<file path="src/rtl/ps2_link_sequencer.sv">
// PS/2 bit-level line sequencer: conditions the raw pins, receives device frames
// and runs the host-to-device transmit handshake for the byte-FIFO controller.
module ps2_link_sequencer #(
  parameter int FILTER_LEN       = 8,
  parameter int INHIBIT_CYCLES   = 9000,
  parameter int BIT_TIMEOUT      = 18000,
  parameter int REPLY_TIMEOUT    = 1350000,
  parameter int STUCK_LOW_CYCLES = 9000000
) (
  input  logic       main_clk,
  input  logic       reset,
  input  logic       ps2_clk_in,
  input  logic       ps2_data_in,
  output logic       ps2_clk_drive_low,
  output logic       ps2_data_drive_low,
  output logic [7:0] rx_byte,
  output logic       rx_valid,
  output logic       rx_error,
  input  logic [7:0] tx_byte,
  input  logic       tx_request,
  output logic       tx_ready,
  output logic       tx_done,
  output logic       tx_fail,
  output logic       connected
);

  localparam int MAX_AB = (INHIBIT_CYCLES > BIT_TIMEOUT) ? INHIBIT_CYCLES : BIT_TIMEOUT;
  localparam int MAX_T  = (MAX_AB > REPLY_TIMEOUT) ? MAX_AB : REPLY_TIMEOUT;
  localparam int TW     = $clog2(MAX_T + 1);
  localparam int FW     = (FILTER_LEN > 1) ? $clog2(FILTER_LEN) : 1;
  localparam int SW     = (STUCK_LOW_CYCLES > 1) ? $clog2(STUCK_LOW_CYCLES) : 1;

  typedef enum logic [2:0] {
    IDLE, RX, TX_INHIBIT, TX_RTS, TX_SHIFT, TX_ACK, TX_RELEASE
  } state_t;

  logic [1:0]    r_clkSync, r_dataSync;
  logic [FW-1:0] r_clkRun, r_dataRun;
  logic          r_clkFilt, r_dataFilt, r_fe;

  state_t        r_state, w_stateNext;
  logic [TW-1:0] r_timer, w_timerNext;
  logic [3:0]    r_bitCnt, w_bitCntNext;
  logic [10:0]   r_shift, w_shiftNext;
  logic [7:0]    r_rxByte, w_rxByteNext;
  logic          r_rxValid, w_rxValidNext;
  logic          r_rxError, w_rxErrorNext;
  logic          r_txDone, w_txDoneNext;
  logic          r_txFail, w_txFailNext;
  logic          r_connected, w_connNext;
  logic          r_clkDrive, w_clkDriveNext;
  logic          r_dataDrive, w_dataDriveNext;
  logic          r_acked, w_ackedNext;
  logic [SW-1:0] r_stuckCnt;

  logic [10:0]   w_rxFrame;
  logic          w_rxGood, w_timerZero, w_stuck;

  // A filtered level only flips after FILTER_LEN agreeing synchronized samples;
  // fe is registered together with the clock flip so both appear in the same cycle.
  always_ff @(posedge main_clk) begin
    if (reset) begin
      r_clkSync  <= 2'b11;
      r_dataSync <= 2'b11;
      r_clkRun   <= '0;
      r_dataRun  <= '0;
      r_clkFilt  <= 1'b1;
      r_dataFilt <= 1'b1;
      r_fe       <= 1'b0;
    end else begin
      r_clkSync  <= {r_clkSync[0], ps2_clk_in};
      r_dataSync <= {r_dataSync[0], ps2_data_in};
      r_fe       <= 1'b0;
      if (r_clkSync[1] == r_clkFilt) begin
        r_clkRun <= '0;
      end else if (r_clkRun == FW'(FILTER_LEN - 1)) begin
        r_clkRun  <= '0;
        r_clkFilt <= r_clkSync[1];
        r_fe      <= r_clkFilt;
      end else begin
        r_clkRun <= r_clkRun + 1'b1;
      end
      if (r_dataSync[1] == r_dataFilt) begin
        r_dataRun <= '0;
      end else if (r_dataRun == FW'(FILTER_LEN - 1)) begin
        r_dataRun  <= '0;
        r_dataFilt <= r_dataSync[1];
      end else begin
        r_dataRun <= r_dataRun + 1'b1;
      end
    end
  end

  // Our own inhibit pulls the clock low, so it must not count as a stuck line.
  always_ff @(posedge main_clk) begin
    if (reset || r_clkFilt || r_state == TX_INHIBIT) begin
      r_stuckCnt <= '0;
    end else if (r_stuckCnt != SW'(STUCK_LOW_CYCLES - 1)) begin
      r_stuckCnt <= r_stuckCnt + 1'b1;
    end
  end

  assign w_stuck     = ~r_clkFilt && (r_state != TX_INHIBIT) &&
                       (r_stuckCnt == SW'(STUCK_LOW_CYCLES - 1));
  assign w_timerZero = (r_timer == '0);
  assign w_rxFrame   = {r_dataFilt, r_shift[10:1]};
  assign w_rxGood    = ~w_rxFrame[0] & w_rxFrame[10] & (w_rxFrame[9] == ~^w_rxFrame[8:1]);

  always_ff @(posedge main_clk) begin
    if (reset) begin
      r_state     <= IDLE;
      r_timer     <= '0;
      r_bitCnt    <= '0;
      r_shift     <= '0;
      r_rxByte    <= '0;
      r_rxValid   <= 1'b0;
      r_rxError   <= 1'b0;
      r_txDone    <= 1'b0;
      r_txFail    <= 1'b0;
      r_connected <= 1'b0;
      r_clkDrive  <= 1'b0;
      r_dataDrive <= 1'b0;
      r_acked     <= 1'b0;
    end else begin
      r_state     <= w_stateNext;
      r_timer     <= w_timerNext;
      r_bitCnt    <= w_bitCntNext;
      r_shift     <= w_shiftNext;
      r_rxByte    <= w_rxByteNext;
      r_rxValid   <= w_rxValidNext;
      r_rxError   <= w_rxErrorNext;
      r_txDone    <= w_txDoneNext;
      r_txFail    <= w_txFailNext;
      r_connected <= w_connNext;
      r_clkDrive  <= w_clkDriveNext;
      r_dataDrive <= w_dataDriveNext;
      r_acked     <= w_ackedNext;
    end
  end

  // The start bit is captured by the fe that leaves IDLE, so RX counts the ten bits after it.
  always_comb begin
    w_stateNext     = r_state;
    w_timerNext     = w_timerZero ? r_timer : r_timer - 1'b1;
    w_bitCntNext    = r_bitCnt;
    w_shiftNext     = r_shift;
    w_rxByteNext    = r_rxByte;
    w_rxValidNext   = 1'b0;
    w_rxErrorNext   = 1'b0;
    w_txDoneNext    = 1'b0;
    w_txFailNext    = 1'b0;
    w_connNext      = r_connected;
    w_clkDriveNext  = r_clkDrive;
    w_dataDriveNext = r_dataDrive;
    w_ackedNext     = r_acked;
    case (r_state)
      IDLE: begin
        if (r_fe) begin
          w_stateNext  = RX;
          w_bitCntNext = '0;
          w_shiftNext  = w_rxFrame;
          w_timerNext  = TW'(BIT_TIMEOUT - 1);
        end else if (tx_request) begin
          if (!r_connected) begin
            w_txFailNext = 1'b1;
          end else begin
            w_shiftNext    = {2'b00, ~^tx_byte, tx_byte};
            w_ackedNext    = 1'b0;
            w_clkDriveNext = 1'b1;
            w_stateNext    = TX_INHIBIT;
            w_timerNext    = TW'(INHIBIT_CYCLES - 1);
          end
        end
      end
      RX: begin
        if (r_fe) begin
          w_shiftNext = w_rxFrame;
          w_timerNext = TW'(BIT_TIMEOUT - 1);
          if (r_bitCnt == 4'd9) begin
            w_stateNext = IDLE;
            if (w_rxGood) begin
              w_rxByteNext  = w_rxFrame[8:1];
              w_rxValidNext = 1'b1;
              w_connNext    = 1'b1;
            end else begin
              w_rxErrorNext = 1'b1;
            end
          end else begin
            w_bitCntNext = r_bitCnt + 4'd1;
          end
        end else if (w_timerZero) begin
          w_rxErrorNext = 1'b1;
          w_stateNext   = IDLE;
        end
      end
      TX_INHIBIT: begin
        if (w_timerZero) begin
          w_clkDriveNext  = 1'b0;
          w_dataDriveNext = 1'b1;
          w_stateNext     = TX_RTS;
          w_timerNext     = TW'(REPLY_TIMEOUT - 1);
        end
      end
      TX_RTS: begin
        if (r_fe) begin
          w_dataDriveNext = ~r_shift[0];
          w_bitCntNext    = 4'd1;
          w_stateNext     = TX_SHIFT;
          w_timerNext     = TW'(BIT_TIMEOUT - 1);
        end else if (w_timerZero) begin
          w_dataDriveNext = 1'b0;
          w_clkDriveNext  = 1'b0;
          w_txFailNext    = 1'b1;
          w_connNext      = 1'b0;
          w_stateNext     = IDLE;
        end
      end
      TX_SHIFT: begin
        if (r_fe) begin
          w_timerNext = TW'(BIT_TIMEOUT - 1);
          if (r_bitCnt == 4'd9) begin
            w_dataDriveNext = 1'b0;
            w_stateNext     = TX_ACK;
          end else begin
            w_dataDriveNext = ~r_shift[r_bitCnt];
            w_bitCntNext    = r_bitCnt + 4'd1;
          end
        end else if (w_timerZero) begin
          w_dataDriveNext = 1'b0;
          w_clkDriveNext  = 1'b0;
          w_txFailNext    = 1'b1;
          w_stateNext     = IDLE;
        end
      end
      TX_ACK: begin
        if (r_fe) begin
          w_stateNext = TX_RELEASE;
          if (!r_dataFilt) begin
            w_ackedNext = 1'b1;
            w_connNext  = 1'b1;
          end else begin
            w_txFailNext = 1'b1;
          end
        end else if (w_timerZero) begin
          w_dataDriveNext = 1'b0;
          w_clkDriveNext  = 1'b0;
          w_txFailNext    = 1'b1;
          w_stateNext     = IDLE;
        end
      end
      TX_RELEASE: begin
        if (r_clkFilt && r_dataFilt) begin
          w_txDoneNext = r_acked;
          w_stateNext  = IDLE;
        end
      end
      default: w_stateNext = IDLE;
    endcase
    if (w_stuck) w_connNext = 1'b0;
  end

  assign tx_ready           = (r_state == IDLE) && !r_fe;
  assign ps2_clk_drive_low  = r_clkDrive;
  assign ps2_data_drive_low = r_dataDrive;
  assign rx_byte            = r_rxByte;
  assign rx_valid           = r_rxValid;
  assign rx_error           = r_rxError;
  assign tx_done            = r_txDone;
  assign tx_fail            = r_txFail;
  assign connected          = r_connected;

endmodule

</file>
<file path="config.mk">
export PLATFORM = sky130hd
export DESIGN_NAME = ps2_link_sequencer
export DESIGN_NICKNAME = d
export VERILOG_FILES = /design/src/rtl/ps2_link_sequencer.sv
export SDC_FILE = /design/constraint.sdc
export NUM_CORES = 1
export LEC_CHECK = 0
export CAP_MARGIN = 20
export CORE_UTILIZATION = 35
export CTS_CLUSTER_SIZE = 12
export DETAILED_ROUTE_END_ITERATION = 12
export GPL_ROUTABILITY_DRIVEN = 0
export HOLD_SLACK_MARGIN = 0.05
export PLACE_DENSITY = 0.61
export SLEW_MARGIN = 30
export SYNTH_ARGS = -nofsm -noshare
export SYNTH_HDL_FRONTEND = slang
export SYNTH_SLANG_ARGS = --single-unit
</file>
<file path="constraint.sdc">
create_clock -name main_clk -period 6.33 [get_ports main_clk]
set_input_delay 0.633 -clock main_clk [delete_from_list [all_inputs] [get_ports main_clk]]
set_output_delay 0.633 -clock main_clk [all_outputs]
set_load 0.1 [all_outputs]
</file>
==> results.py, run 1 <==
metrics = {
    "status": {
        "status": "finished clean",
    },
    "floorplanning": {
        "fp-row-count": 42,
        "die_h_um": 119,
        "start_util_pct": 36.0,
        "dieArea_um2": 14100,
        "die-width_um": 119,
        "io_pins": 29,
        "fp.coreArea_um2": 13300,
    },
    "finish": {
        "layout_commonest_cell": "dfxtp_1",
        "drive_gt1_share_pct": 6.29,
        "final_cell_mix": "dfxtp_1 (92), nand2_1 (59), nor2_1 (48), a21oi_1 (32), clkdlybuf4s50_1 (28)",
        "multi_input_area_um2": 2750,
        "nets": 591,
        "nFillCells": 1328,
        "antenna_cells": 0,
        "area_growth_pct": 14.7,
        "seq_area_um2": 1840,
    },
    "yosys": {
        "ys_ff_latch": 92,
        "syn_inst": 560,
        "syn_area_um2": 4780,
        "synth_warnings": 0,
        "syn_area_per_cell_um2": 8.54,
        "async_reset_ff_share_pct": 0,
        "syn-num-nets": 582,
        "synth_edf_count": 0,
        "synth_cell_types": 73,
        "ys_dominant_reg_cell": "dfxtp_1",
        "ys_seq_area_share_pct": 38.5,
    },
    "run": {
        "maxCapViolations": 0,
    },
    "clocking": {
        "clk_latency_ps": 340,
        "hold_buffers": 0,
        "cts.repair.resized": 0,
        "clockBufferDepth": 2,
        "cts_tree": "yes",
        "numCtsBuffers": 9,
        "cts-htree-levels": 3,
        "cts-root-buf": "clkbuf_16",
        "clkTransAtPathRegs_ps": 70,
        "cts_setup_buffers": 0,
        "cts_sinks": 92,
    },
    "grt": {
        "grt_max_degree": 44,
        "grt_usage_pct": 16.4,
        "antenna_found_initial": 0,
        "grt_pass1_wl_um": 18900,
        "gr-total-overflow": 0,
        "first_global_vias": 4022,
    },
    "critical_path": {
        "crit_arrival_ps": 2840,
        "crit_family": "buffers and inverters",
        "worstSetupStartpointType": "flop",
        "path_class": "reg2out",
        "max_stage_delay_ps": 1250,
        "critical_path.slowest_cell": "clkdlybuf4s50_1",
        "cp-end-kind": "primary output",
        "cp.required_ps": 5700,
        "crit_chain": "nor4_1, clkdlybuf4s50_1",
        "cp_num_buf_inv": 1,
        "crit_fanout": 25,
    },
    "sta": {
        "fin_crit_sh_pct": 54.8,
        "tightest_slew_ps": 979,
        "grt_setup_unrepaired": "false",
        "finalHoldViolCount": 0,
        "fin_setup_tns_ps": 0,
        "finalMaxSlewViolations": 0,
        "fmax_mhz": 288,
        "setup_violations": 0,
        "worst_clock_skew_ps": 9.61,
        "finalCriticalPeriod_ps": 3470,
        "maxSlewHeadroom_pct": 34.6,
    },
    "placed_design": {
        "port_buffers": 28,
        "dp_hpwl_um": 7850,
    },
    "detailed_routing": {
        "wl_per_cell_um": 14.8,
        "ant_nets": 0,
        "drt_pre_antenna_iters": 4,
        "drt-initial-drc-count": 371,
        "drt_wl_total_um": 11100,
        "viasPerCell": 5.45,
        "drc": 0,
        "routed-via-count": 4076,
    },
    "worst_hold_path": {
        "min_path_type": "reg2reg",
    },
    "pwr": {
        "vdd_drop_max_uv": 127,
        "power_mw": 1.84,
        "p_per_area_nw_per_um2": 335,
        "p_leak_nw": 1.80,
    },
}
[Yosys cell counts (3+ instances only)]
cell,count,area (µm²)
a211oi_1,4,30.0
a21o_1,3,22.5
a21oi_1,32,160
a221oi_1,3,26.3
a311oi_1,8,70.1
a31oi_1,10,62.6
and2_1,7,43.8
and3_1,5,31.3
and4_1,4,35.0
buf_6,4,45.0
clkbuf_1,23,86.3
dfxtp_1,92,1840
ha_1,9,113
inv_1,15,56.3
mux2i_1,17,170
nand2_1,59,221
nand2b_1,8,50.1
nand3_1,26,130
nand3b_1,5,37.5
nand4_1,7,43.8
nor2_1,48,180
nor2b_1,4,25.0
nor3_1,14,70.1
nor4_1,10,62.6
nor4b_1,4,35.0
o211ai_1,4,30.0
o21ai_0,14,70.1
o21ai_1,4,20.0
o31ai_1,12,90.1
or2_2,6,37.5
or3_1,9,56.3
or4_1,8,60.1
xnor2_1,21,184
xor2_1,13,114
[state kept, by name (all words and copies together) (netlist names), 2 cells and up]
name,cells
r_bitCnt,4
r_clkRun,3
r_stuckCnt,24
r_shift,11
r_timer,21
rx_byte,8
r_dataSync,2
r_dataRun,3
r_clkSync,2
r_state,3
[metrics by stage]
step	instances	hold WS (ps)	setup WS (ps)	util, %	cell area [µm²]
after detailed placement	734	426	3100	38.8	5150
after floorplan	560	389	1840	-	4780
after CTS	748	435	2870	41.2	5480
after global placement	734	417	3210	38.7	5150
after global routing	748	448	2740	41.3	5490
final	748	433	2860	41.3	5490
[power by group]
group / switching [mW] / internal [mW] / total (mW) / leakage, nW
Sequential: 0.0586 / 0.632 / 0.690 / 0.745
Combinational: 0.346 / 0.196 / 0.542 / 0.901
Clock: 0.224 / 0.383 / 0.607 / 0.159
[routing by layer]
| metal | vias up | track usage, % | share of wire (%) |
|---|---|---|---|
| li1 | 2052 | - | - |
| met1 | 1959 | 19.6 | 46 |
| met2 | 53 | 29.0 | 50 |
| met3 | 12 | 3.21 | 3.3 |
| met4 | 0 | 6.33 | 1.2 |
| met5 | - | 0 | 0 |
[kinds of logic after synthesis]
group / Yosys count / share of synthesized area, %
AO/OA/AOI/OAI: 119 / 16.9
XOR/XNOR: 36 / 7.19
adder cells (fa/ha/maj): 9 / 2.35
buffers and inverters: 47 / 4.37
flip-flops: 92 / 38.5
multiplexers: 20 / 4.73
AND/OR/NAND/NOR: 237 / 26.0
[worst paths after layout]
path	start	to	slack, ps	cells after the start
hold reg to reg	r_clkRun[0]	r_clkRun[0]	430	1
hold / removal	r_clkRun[0]	r_clkRun[0]	430	1
setup reg to reg	r_timer[5]	r_timer[13]	3730	5
setup / recovery	r_state[2]	tx_ready	2860	2
[cell type report]
| type | instances | area share [%] |
|---|---|---|
| timing repair buffer | 29 | 5.24 |
| clock buffer | 10 | 4.17 |
| multi-input combinational | 421 | 50.1 |
| sequential | 92 | 33.6 |
| tap | 176 | 4.01 |
| clock inverter | 4 | 1.80 |
| inverter | 16 | 1.09 |
No activity file was read; power rests on OpenSTA's default activity.
==> inputs of run 2 (changes only) <==
==> constraint.sdc (replaced) <==
create_clock -name main_clk -period 3.64 [get_ports main_clk]
set_input_delay 0.364 -clock main_clk [delete_from_list [all_inputs] [get_ports main_clk]]
set_output_delay 0.364 -clock main_clk [all_outputs]
set_load 0.1 [all_outputs]
==> run 2 against run 1 <==
Effect of this change: wire length up 1.7%; largest cell class unchanged; critical path depth rose by 3; hold slack worse by 20 ps; die area unchanged; critical endpoint is now r_timer[13]; cell count up 0.80%; sequential cell count is the same; clock-buffer cell count stayed put; power rose by 70%; combinational power up 77%; cell area about the same; clock skew is 3.7 ps lower.
==> results.py, run 2 (synthesis gave the netlist of run 1 again) <==
metrics = {
    "floorplanning": {
        "dieArea_um2": 14100,
        "io_pins": 29,
        "fp-row-count": 42,
        "fp.coreArea_um2": 13300,
        "start_util_pct": 36.0,
        "die-width_um": 119,
        "die_h_um": 119,
    },
    "clocking": {
        "clk_latency_ps": 360,
        "cts_tree": "yes",
        "cts-htree-levels": 3,
        "cts_setup_buffers": 0,
        "numCtsBuffers": 9,
        "cts.repair.resized": 0,
        "hold_buffers": 0,
        "clockBufferDepth": 2,
        "clkTransAtPathRegs_ps": 70,
        "cts-root-buf": "clkbuf_16",
        "cts_sinks": 92,
    },
    "placed_design": {
        "dp_hpwl_um": 7770,
        "port_buffers": 28,
        "place_ws_ps": 1140,
    },
    "grt": {
        "grt_pass1_wl_um": 19100,
        "first_global_vias": 3937,
        "antenna_found_initial": 0,
        "gr-total-overflow": 0,
        "grt_usage_pct": 16.8,
        "grt_max_degree": 43,
    },
    "finish": {
        "area_growth_pct": 14.8,
        "nFillCells": 1315,
        "drive_gt1_share_pct": 7.61,
        "nets": 595,
        "layout_commonest_cell": "dfxtp_1",
        "antenna_cells": 0,
        "top_regs": "r_stuckCnt: 24 flops, r_timer: 21 flops, r_shift: 11 flops",
        "final_cell_mix": "dfxtp_1 (92), nand2_1 (59), nor2_1 (48), a21oi_1 (32), clkdlybuf4s50_1 (27)",
        "regMostFlops": "r_stuckCnt",
        "largest_reg_flops": 24,
    },
    "sta": {
        "tightest_slew_ps": 988,
        "finalHoldViolCount": 0,
        "whs_ps": 413,
        "maxSlewHeadroom_pct": 33.9,
        "fin_crit_sh_pct": 69.8,
        "worst_clock_skew_ps": 5.96,
        "finalWorstSetupSlack_ps": 1100,
        "finalMaxSlewViolations": 0,
        "setup_violations": 0,
        "grt_setup_unrepaired": "false",
        "finalCriticalPeriod_ps": 2540,
        "fmax_mhz": 394,
        "fin_setup_tns_ps": 0,
    },
    "status": {
        "status": "finished clean",
    },
    "detailed_routing": {
        "drt_pre_antenna_iters": 8,
        "drt_wl_total_um": 11300,
        "drt-initial-drc-count": 271,
        "viasPerCell": 5.52,
        "drc": 0,
        "wl_per_cell_um": 14.9,
        "routed-via-count": 4159,
        "ant_nets": 0,
    },
    "critical_path": {
        "path_class": "reg2reg",
        "cp-end-kind": "flop",
        "worstSetupStartpointType": "flop",
        "crit_arrival_ps": 2780,
        "crit_fanout": 16,
        "cp.required_ps": 3880,
    },
    "pwr": {
        "vdd_drop_max_uv": 302,
        "p_per_area_nw_per_um2": 571,
        "power_mw": 3.14,
        "p_leak_nw": 1.82,
    },
    "run": {
        "maxCapViolations": 0,
    },
    "worst_hold_path": {
        "min_path_type": "reg2reg",
    },
}
==> run 2: changes by cell type in the layout (fill, tap and decap cells not counted), sizes merged <==
| cell | before | now |
|---|---|---|
| buf | 1 | 6 |
| bufinv | 3 | 1 |
| clkinv | 1 | 3 |
| inv | 16 | 18 |
| clkdlybuf4s50 | 28 | 27 |
==> run 2: cell type report <==
type                       count  area [µm²]  share of cell area (%)
multi-input combinational    421        2750                    50.0
tap                          176         220                    4.01
clock buffer                  10         239                    4.35
timing repair buffer          33         315                    5.74
inverter                      16        60.1                    1.09
clock inverter                 6        70.1                    1.28
sequential                    92        1840                    33.5
==> run 2: power breakdown <==
group	total, mW	switching (mW)	internal (mW)
clock	0.976	0.418	0.558
sequential	1.20	0.101	1.10
combinational	0.960	0.613	0.347
==> run 2: final timing paths <==
kind           startpoint      endpoint  slack (ps)  cells after the start
max            r_timer[5]   r_timer[13]        1100                      5
min          r_clkSync[0]  r_clkSync[1]         410                      1
max reg2reg    r_timer[5]   r_timer[13]        1100                      5
min reg2reg  r_clkSync[0]  r_clkSync[1]         410                      1
==> run 2: worst max-delay path, stage by stage, from the launching register on <==
cell and delay, ps:
dfxtp_1 350, or4_1 650, or2_1 500, o211ai_4 490, nor3_1 90, o311a_1 340
==> run 2: layer usage <==
| layer | wire [µm] | up-vias | track usage, % |
|---|---|---|---|
| met3 | 501 | 13 | 3.54 |
| met5 | 0 | - | 0 |
| met2 | 5400 | 97 | 27.8 |
| met4 | 182 | 0 | 6.80 |
| met1 | 5190 | 1985 | 21.2 |
| li1 | - | 2064 | - |
==> run 2: per-stage QoR <==
stage,cells,area [µm²],util [%]
2_1_floorplan,560,4790,-
3_3_place_gp,738,5180,39.0
3_5_place_dp,738,5180,39.0
4_1_cts,754,5490,41.3
5_1_grt,754,5490,41.3
6_report,754,5490,41.3
==> inputs of run 3 (changes only) <==
--- a/config.mk
+++ b/config.mk
@@ -11,7 +11,7 @@
 export DETAILED_ROUTE_END_ITERATION = 12
 export GPL_ROUTABILITY_DRIVEN = 0
 export HOLD_SLACK_MARGIN = 0.05
-export PLACE_DENSITY = 0.61
+export PLACE_DENSITY = 0.63
 export SLEW_MARGIN = 30
 export SYNTH_ARGS = -nofsm -noshare
 export SYNTH_HDL_FRONTEND = slang
==> constraint.sdc (replaced) <==
create_clock -name main_clk -period 2.3 [get_ports main_clk]
set_input_delay 0.23 -clock main_clk [delete_from_list [all_inputs] [get_ports main_clk]]
set_output_delay 0.23 -clock main_clk [all_outputs]
set_load 0.1 [all_outputs]
==> run 3 against run 2 <==
Effect of this change: wire length rose by 1.2%; maximum frequency rose by 18%; sequential cell count did not move; cell area rose by 3.1%; largest cell class unchanged; clock-buffer cell count did not move; non-clock buffer count rose by 22.
==> results.py, run 3 (synthesis gave the netlist of run 1 again) <==
metrics = {
    "finish": {
        "nets": 617,
        "largest_reg_flops": 24,
        "finalNonFillerCells": 776,
        "regMostFlops": "r_stuckCnt",
        "seq_area_um2": 1840,
        "nFillCells": 1295,
        "area_growth_pct": 18.3,
        "drive_gt1_share_pct": 13.5,
        "antenna_cells": 0,
        "top_regs": "r_stuckCnt: 24 flops, r_timer: 21 flops, r_shift: 11 flops",
        "final_cell_mix": "dfxtp_1 (92), nand2_1 (59), nor2_1 (48), buf_4 (42), a21oi_1 (32)",
        "multi_input_area_um2": 2760,
        "layout_commonest_cell": "dfxtp_1",
    },
    "sta": {
        "finalHoldViolCount": 0,
        "whs_ps": 414,
        "setup_violations": 0,
        "tightest_slew_ps": 586,
        "finalMaxSlewViolations": 0,
        "maxSlewHeadroom_pct": 60.8,
        "fin_crit_sh_pct": 93.4,
        "fmax_mhz": 466,
        "grt_setup_unrepaired": "false",
        "worst_clock_skew_ps": 9.73,
        "finalCriticalPeriod_ps": 2150,
        "fin_setup_tns_ps": 0,
    },
    "detailed_routing": {
        "drt_pre_antenna_iters": 5,
        "viasPerCell": 5.50,
        "ant_nets": 0,
        "drt_wl_total_um": 11400,
        "drt-initial-drc-count": 233,
        "wl_per_cell_um": 14.7,
        "drc": 0,
        "routed-via-count": 4270,
    },
    "floorplanning": {
        "fp-row-count": 42,
        "dieArea_um2": 14100,
        "io_pins": 29,
        "die-width_um": 119,
        "fp.coreArea_um2": 13300,
        "die_h_um": 119,
        "start_util_pct": 36.0,
    },
    "grt": {
        "grt_max_degree": 43,
        "grt_pass1_wl_um": 19300,
        "antenna_found_initial": 0,
        "grt_usage_pct": 17.0,
        "gr-total-overflow": 0,
        "first_global_vias": 4028,
    },
    "clocking": {
        "clkTransAtPathRegs_ps": 70,
        "cts_setup_buffers": 0,
        "numCtsBuffers": 9,
        "cts-root-buf": "clkbuf_16",
        "cts_sinks": 92,
        "cts-htree-levels": 3,
        "clk_latency_ps": 350,
        "clockBufferDepth": 2,
        "cts_tree": "yes",
    },
    "run": {
        "maxCapViolations": 0,
    },
    "worst_hold_path": {
        "min_path_type": "reg2reg",
    },
    "pwr": {
        "power_mw": 5.30,
        "vdd_drop_max_uv": 393,
        "p_per_area_nw_per_um2": 937,
        "p_leak_nw": 1.98,
    },
    "critical_path": {
        "path_class": "reg2reg",
        "crit_arrival_ps": 2430,
        "cp-end-kind": "flop",
        "crit_family": "simple AND/OR/NAND/NOR gates",
        "critical_path.slowest_cell": "or4b_1",
        "cp_num_buf_inv": 1,
        "crit_chain": "inv_1, ha_1, or4b_1, nor3_1, nand3_1, xor2_1, a21oi_1",
        "worstSetupStartpointType": "flop",
        "cp.required_ps": 2580,
        "max_stage_delay_ps": 630,
        "crit_fanout": 7,
    },
    "placed_design": {
        "dp_cells": 760,
        "port_buffers": 28,
        "dp_hpwl_um": 8140,
    },
    "status": {
        "status": "finished clean",
    },
}
-- run 3: final timing paths --
path / start / to / slack (ps) / depth (start not counted)
max: r_timer[0] / r_timer[18] / 150 / 7
min: r_dataSync[0] / r_dataSync[1] / 410 / 1
max reg2reg: r_timer[0] / r_timer[18] / 150 / 7
min reg2reg: r_dataSync[0] / r_dataSync[1] / 410 / 1
-- run 3: final cells by class --
class / instances / area share, %
multi-input combinational: 421 / 48.7
sequential: 92 / 32.5
timing repair buffer: 55 / 8.05
clock buffer: 10 / 4.05
tap: 176 / 3.89
clock inverter: 6 / 1.70
inverter: 16 / 1.06
-- run 3: stage by stage --
| step | setup WS, ps | instance area, µm² | utilization (%) |
|---|---|---|---|
| floorplan | 7.43 | 4800 | - |
| global placement | 162 | 5330 | 40.1 |
| detailed placement | 75.4 | 5330 | 40.1 |
| CTS | 61.8 | 5660 | 42.5 |
| global route | 15.2 | 5660 | 42.6 |
| finish | 152 | 5660 | 42.6 |
-- run 3: routing by layer --
layer  global-route usage, %  vias up  wire length [µm]
li1                        -     2108                 -
met1                    20.7     2059              5180
met2                    28.9       87              5520
met3                    3.30       16               487
met4                    7.20        0               216
met5                       0        -                 0
-- run 3: report_power, final --
| part | internal [mW] | switching [mW] | total (mW) |
|---|---|---|---|
| Clock | 0.967 | 0.675 | 1.64 |
| Sequential | 1.74 | 0.152 | 1.89 |
| Combinational | 0.744 | 1.03 | 1.77 |
| Total | 3.45 | 1.86 | 5.30 |
-- run 3: what timing repair did --
| action | 4_1_cts | 5_1_grt |
|---|---|---|
| resized for setup | 0 | 2 |
| endpoints found under the setup margin | 0 | 6 |
| hold buffers | 0 | 0 |
